`src/rtl/bad_apple_pkg.sv`:
```
// Shared frame geometry and frame-writer state encoding for the bad-apple
// video path; VGA_top takes its frame dimensions from here as well.
package bad_apple_pkg;

  localparam int FRAME_W     = 480;
  localparam int FRAME_H     = 360;
  localparam int WORD_W      = 16;
  localparam int FRAME_WORDS = FRAME_W * FRAME_H / WORD_W;

  typedef enum logic [1:0] {
    IDLE    = 2'd0,
    FILL    = 2'd1,
    PENDING = 2'd2
  } fbw_state_t;

endpackage

```
`src/rtl/bit_packer.sv`:
```
// Serial-to-parallel packer: shifts accepted bits in MSB-first and flags the
// cycle in which the incoming bit completes a word.
module bit_packer #(
  parameter int WORD_W = 16
) (
  input  logic              clk,
  input  logic              reset,
  input  logic              bit_in,
  input  logic              bit_valid,
  input  logic              clear,
  output logic [WORD_W-1:0] word_out,
  output logic              word_valid
);

  localparam int CNT_W = $clog2(WORD_W);

  // Only WORD_W-1 bits need storing; the completing bit arrives live.
  logic [WORD_W-2:0] shift;
  logic [CNT_W-1:0]  bit_cnt;

  assign word_out   = {shift, bit_in};
  assign word_valid = bit_valid && (bit_cnt == CNT_W'(WORD_W - 1));

  always_ff @(posedge clk) begin
    if (reset || clear) begin
      shift   <= '0;
      bit_cnt <= '0;
    end else if (bit_valid) begin
      shift   <= word_out[WORD_W-2:0];
      bit_cnt <= bit_cnt + 1'b1;
    end
  end

endmodule

```
`src/rtl/frame_bank_writer.sv`:
```
// Packs the serial video stream into RAM words, fills the back bank of a
// double-buffered frame memory and swaps banks on the next VGA vsync.
module frame_bank_writer #(
  parameter int FRAME_W     = bad_apple_pkg::FRAME_W,
  parameter int FRAME_H     = bad_apple_pkg::FRAME_H,
  parameter int WORD_W      = bad_apple_pkg::WORD_W,
  parameter int FRAME_WORDS = FRAME_W * FRAME_H / WORD_W,
  parameter int ADDR_W      = $clog2(FRAME_WORDS)
) (
  input  logic              CLK_40,
  input  logic              reset,
  input  logic              received_bit,
  input  logic              bit_valid,
  input  logic              video_data_ready,
  input  logic              vga_vsync_pulse,
  output logic              wr_en,
  output logic              wr_bank,
  output logic [ADDR_W-1:0] wr_addr,
  output logic [WORD_W-1:0] wr_data,
  output logic              display_bank,
  output logic              frame_done,
  output logic              short_frame,
  output logic              overrun
);

  import bad_apple_pkg::*;

  localparam logic [ADDR_W-1:0] LAST_WORD = ADDR_W'(FRAME_WORDS - 1);

  fbw_state_t        state, state_nx;
  logic              vdr_prev;
  logic              rise;
  logic              accept, clear;
  logic              word_valid;
  logic [WORD_W-1:0] word_out;
  logic [ADDR_W-1:0] word_cnt, word_cnt_nx;
  logic              issue, swap, short_nx, overrun_nx;

  assign rise    = video_data_ready && !vdr_prev;
  assign wr_bank = ~display_bank;

  bit_packer #(
    .WORD_W(WORD_W)
  ) u_packer (
    .clk       (CLK_40),
    .reset     (reset),
    .bit_in    (received_bit),
    .bit_valid (accept),
    .clear     (clear),
    .word_out  (word_out),
    .word_valid(word_valid)
  );

  always_ff @(posedge CLK_40) begin
    if (reset) state <= IDLE;
    else       state <= state_nx;
  end

  always_comb begin
    state_nx    = state;
    word_cnt_nx = word_cnt;
    accept      = 1'b0;
    clear       = 1'b0;
    issue       = 1'b0;
    swap        = 1'b0;
    short_nx    = 1'b0;
    overrun_nx  = 1'b0;
    case (state)
      IDLE: begin
        word_cnt_nx = '0;
        if (rise) begin
          state_nx = FILL;
          accept   = bit_valid;
        end else begin
          clear = 1'b1;
        end
      end
      FILL: begin
        if (!video_data_ready) begin
          // A falling ready wins over a word-completing bit: nothing written.
          short_nx    = 1'b1;
          clear       = 1'b1;
          word_cnt_nx = '0;
          state_nx    = IDLE;
        end else begin
          accept = bit_valid;
          if (word_valid) begin
            issue = 1'b1;
            if (word_cnt == LAST_WORD) begin
              word_cnt_nx = '0;
              state_nx    = PENDING;
            end else begin
              word_cnt_nx = word_cnt + 1'b1;
            end
          end
        end
      end
      PENDING: begin
        clear      = 1'b1;
        overrun_nx = bit_valid;
        if (vga_vsync_pulse) begin
          swap     = 1'b1;
          state_nx = IDLE;
        end
      end
      default: begin
        clear    = 1'b1;
        state_nx = IDLE;
      end
    endcase
  end

  // Registered outputs: write port, bank select and status pulses.
  always_ff @(posedge CLK_40) begin
    if (reset) begin
      vdr_prev     <= 1'b0;
      word_cnt     <= '0;
      display_bank <= 1'b0;
      wr_en        <= 1'b0;
      wr_addr      <= '0;
      wr_data      <= '0;
      frame_done   <= 1'b0;
      short_frame  <= 1'b0;
      overrun      <= 1'b0;
    end else begin
      vdr_prev     <= video_data_ready;
      word_cnt     <= word_cnt_nx;
      display_bank <= display_bank ^ swap;
      wr_en        <= issue;
      frame_done   <= swap;
      short_frame  <= short_nx;
      overrun      <= overrun_nx;
      if (issue) begin
        wr_addr <= word_cnt;
        wr_data <= word_out;
      end
    end
  end

endmodule
```
`config.mk`:
```
export PLATFORM = sky130hd
export DESIGN_NAME = frame_bank_writer
export DESIGN_NICKNAME = d
export VERILOG_FILES = /design/src/rtl/bad_apple_pkg.sv /design/src/rtl/bit_packer.sv /design/src/rtl/frame_bank_writer.sv
export SDC_FILE = /design/constraint.sdc
export NUM_CORES = 1
export LEC_CHECK = 0
export ABC_CLOCK_PERIOD_IN_PS = 1800
export BUFFER_PORTS_ARGS = -buffer_cell sky130_fd_sc_hd__buf_2
export CORE_MARGIN = 4
export CORE_UTILIZATION = 51
export CTS_BUF_LIST = sky130_fd_sc_hd__clkbuf_16
export CTS_CLUSTER_DIAMETER = 40
export CTS_CLUSTER_SIZE = 20
export DETAILED_ROUTE_END_ITERATION = 8
export PLACE_DENSITY = 0.75
export SYNTH_ARGS = -nofsm -noshare
export SYNTH_HDL_FRONTEND = slang
export SYNTH_SLANG_ARGS = --single-unit
```
`constraint.sdc`:
```
create_clock -name CLK_40 -period 1.8 [get_ports CLK_40]
set_input_delay 0.09 -clock CLK_40 [delete_from_list [all_inputs] [get_ports CLK_40]]
set_output_delay 0.09 -clock CLK_40 [all_outputs]
set_load 0.005 [all_outputs]
```
==> metrics.csv <==
metric;value;unit
Setup crit end kind;flip-flop;
worst endpoint required time;2.07;ns
worst vdd ir;0.000645;V
Setup TNS Final;0;ns
CP peak stage delay;0.62;ns
asr flop ratio synth;0;%
wire per inst;14.1;um
sequential element share of the synthesized area;48.9;%
Synth Area in Adders;0.860;%
TritonCTS Sinks;71;
grt met3 use;3.95;%
worst skew pair latency;0.32;ns
Hold/Removal Path Class;input port to flip-flop;
GP Congestion;0.878;
row count;27;
CP max FO;11;
Post-DP HPWL;4.48;mm
Max-Cap Viols;0;
fin crit period;1.79;ns
Leak;1.29;nW
RSZ-0062 raised after global routing;yes;
Vias/cell;5.52;
commonest non-fill, non-tap cell in the layout;nand2_1;
largest family of logic cells by synthesized area;simple AND/OR/NAND/NOR gates;
total CTS buffers;9;
Root Driver;clkbuf_16;
I/O Buffers;41;
Overall Global Routing Usage;19.8;%
initial DRC count;295;
post-synthesis simple-gate area fraction;27.2;%
number of global-route vias before repair;2477;
clk buf depth;2;
die extent in x;83.5;um
endpoints failing setup;0;
crit path cell chain;ha_2, nand4b_1, or4_4, a211oi_2, o221a_1;
max frequency;0.560;GHz
core area;5510;um2
via count;2666;
initial antenna violation count;0;
Die ar.;6980;um2
type of origin of the critical path;flip-flop;
layout cells sized above 1;21.9;%
pin count of the biggest net entering global routing;33;
synthesized area per cell;8.15;um2
met2 GRT Util;33.1;%
critical path's top delay family;simple AND/OR/NAND/NOR gates;
Starting Density;52.8;%
Inserted Diodes;0;
first-pass GRT wire length;11.3;mm
PwrDens;911;nW/um2
mux cell area share after synthesis;0;%
Clock H-tree levels;3;
Yosys cell types;47;
kind of critical path;flip-flop to flip-flop;
CTS tree;done;
Critical Path AT;2.05;ns
status;completed;
Slew Viols, Final;0;
critical path buffer and inverter count;0;
XOR/XNOR Fraction of Synth Area;1.20;%
Final Skew;0.00290;ns
most frequent cells in the layout;104 x nand2_1, 69 x dfxtp_1, 53 x a21oi_1, 41 x buf_2, 22 x buf_4;
Die Y;83.5;um
top_reg_cell synth;dfxtp_1;
synth warn;0;
slew margin rel.;59.3;%
area grow syn2layout;22.4;%
Detailed Route WL;6.83;mm
Post-Syn Area;2910;um2
Fin. Hold Viols;0;
Synth Area in Compound Gates;17.1;%
Design Power;0.00324;W
Post-DRT Antenna Nets;0;
GR Overflow Total;0;
drt pass-1 iters;4;
period utilisation layout;99.3;%
met1 usage;24.8;%
number of synthesized flops with an enable pin;0;
Mapped Cells;357;
clock-pin transition on the worst setup and hold timing paths;0.05;ns
layout net count;415;
highest-delay cell along the critical path;or4_4;
syn_nets;365;
DRC errors left;0;
register bit count reported by yosys;71;
busiest grt layer;met2;
I/O pin count;42;
Worst-Margin Slew;0.611;ns
[repair_timing]
action | 4_1_cts | 5_1_grt
setup buffers | 0 | 0
hold buffers | 0 | 0
resized for setup | 0 | 2
endpoints found under the setup margin | 0 | 4
[kinds of logic (layout without fill, tap and decap cells)]
| logic type | after synthesis | in the layout |
|---|---|---|
| AO/OA/AOI/OAI | 84 | 84 |
| XOR/XNOR | 4 | 4 |
| AND/OR/NAND/NOR | 165 | 166 |
| adder cells (fa/ha/maj) | 2 | 2 |
| buffers and inverters | 31 | 84 |
| flip-flops | 71 | 71 |
[state kept, by name, summed over array words and instances (netlist names)]
| signal | count |
|---|---|
| wr_data | 16 |
| u_packer.shift | 15 |
| vdr_prev | 1 |
| frame_done | 1 |
| u_packer.bit_cnt | 4 |
| state | 2 |
| wr_en | 1 |
| overrun | 1 |
| short_frame | 1 |
| word_cnt | 14 |
| display_bank | 1 |
| wr_addr | 14 |
[per-stage QoR]
step           utilization (%)  instances  hold slack [ns]  setup slack [ns]  area (um2)
4_1_cts                   64.3        482           0.0179            0.0238        3540
3_3_place_gp              59.5        467            0.352            0.0674        3280
6_report                  64.6        483           0.0208            0.0127        3560
2_1_floorplan                -        357            0.173            0.0102        2910
5_1_grt                   64.6        483           0.0225           -0.0426        3560
3_5_place_dp              59.5        467            0.358            0.0282        3280
[per-layer routing]
metal / part of all wire [%] / routed length [um]
met3: 6.4 / 437
met4: 2.7 / 186
met2: 47 / 3190
met5: 0 / 0
met1: 44 / 3010
[power breakdown]
part           switching (W)  internal [W]  leakage (nW)
sequential        0.00000713       0.00158         0.573
combinational      0.0000692     0.0000303         0.592
clock               0.000640      0.000918         0.125
[path summary, 6_finish.rpt]
path	from	to	slack, ns	depth (start not counted)
worst min register to register	wr_data[8]$_SDFFE_PP0P_	wr_data[8]$_SDFFE_PP0P_	0.45	2
worst max register to register	word_cnt[1]$_SDFFE_PP0P_	state[1]$_SDFFE_PP0P_	0.01	5
worst min-delay path	received_bit	wr_data[0]$_SDFFE_PP0P_	0.02	3
worst max-delay path	word_cnt[1]$_SDFFE_PP0P_	state[1]$_SDFFE_PP0P_	0.01	5
[cell usage after synthesis (3+ instances only)]
cell	instances	area [um2]
nand4_1	6	37.5
xnor2_1	4	35.0
o21ai_1	3	15.0
buf_6	3	33.8
nor2b_1	3	18.8
nand3_1	11	55.1
a31oi_1	11	68.8
nand2_1	104	390
nand3b_1	4	30.0
dfxtp_1	71	1420
nor4_1	5	31.3
nor4b_1	4	35.0
inv_1	5	18.8
nor2_1	8	30.0
clkbuf_1	22	82.6
a21oi_1	53	265
[tightest hold or removal path, cell delays in order]
cell and delay (ns):
buf_2 0.10, nand2_1 0.05, a21oi_1 0.05
[cell type report]
type,instances,area (um2)
inverter,5,18.8
clock inverter,6,37.5
tap,72,90.1
timing repair buffer,64,390
clock buffer,9,225
multi-input combinational,256,1370
fill,478,1950
sequential,71,1420
No activity file was read; power rests on OpenSTA's default activity.
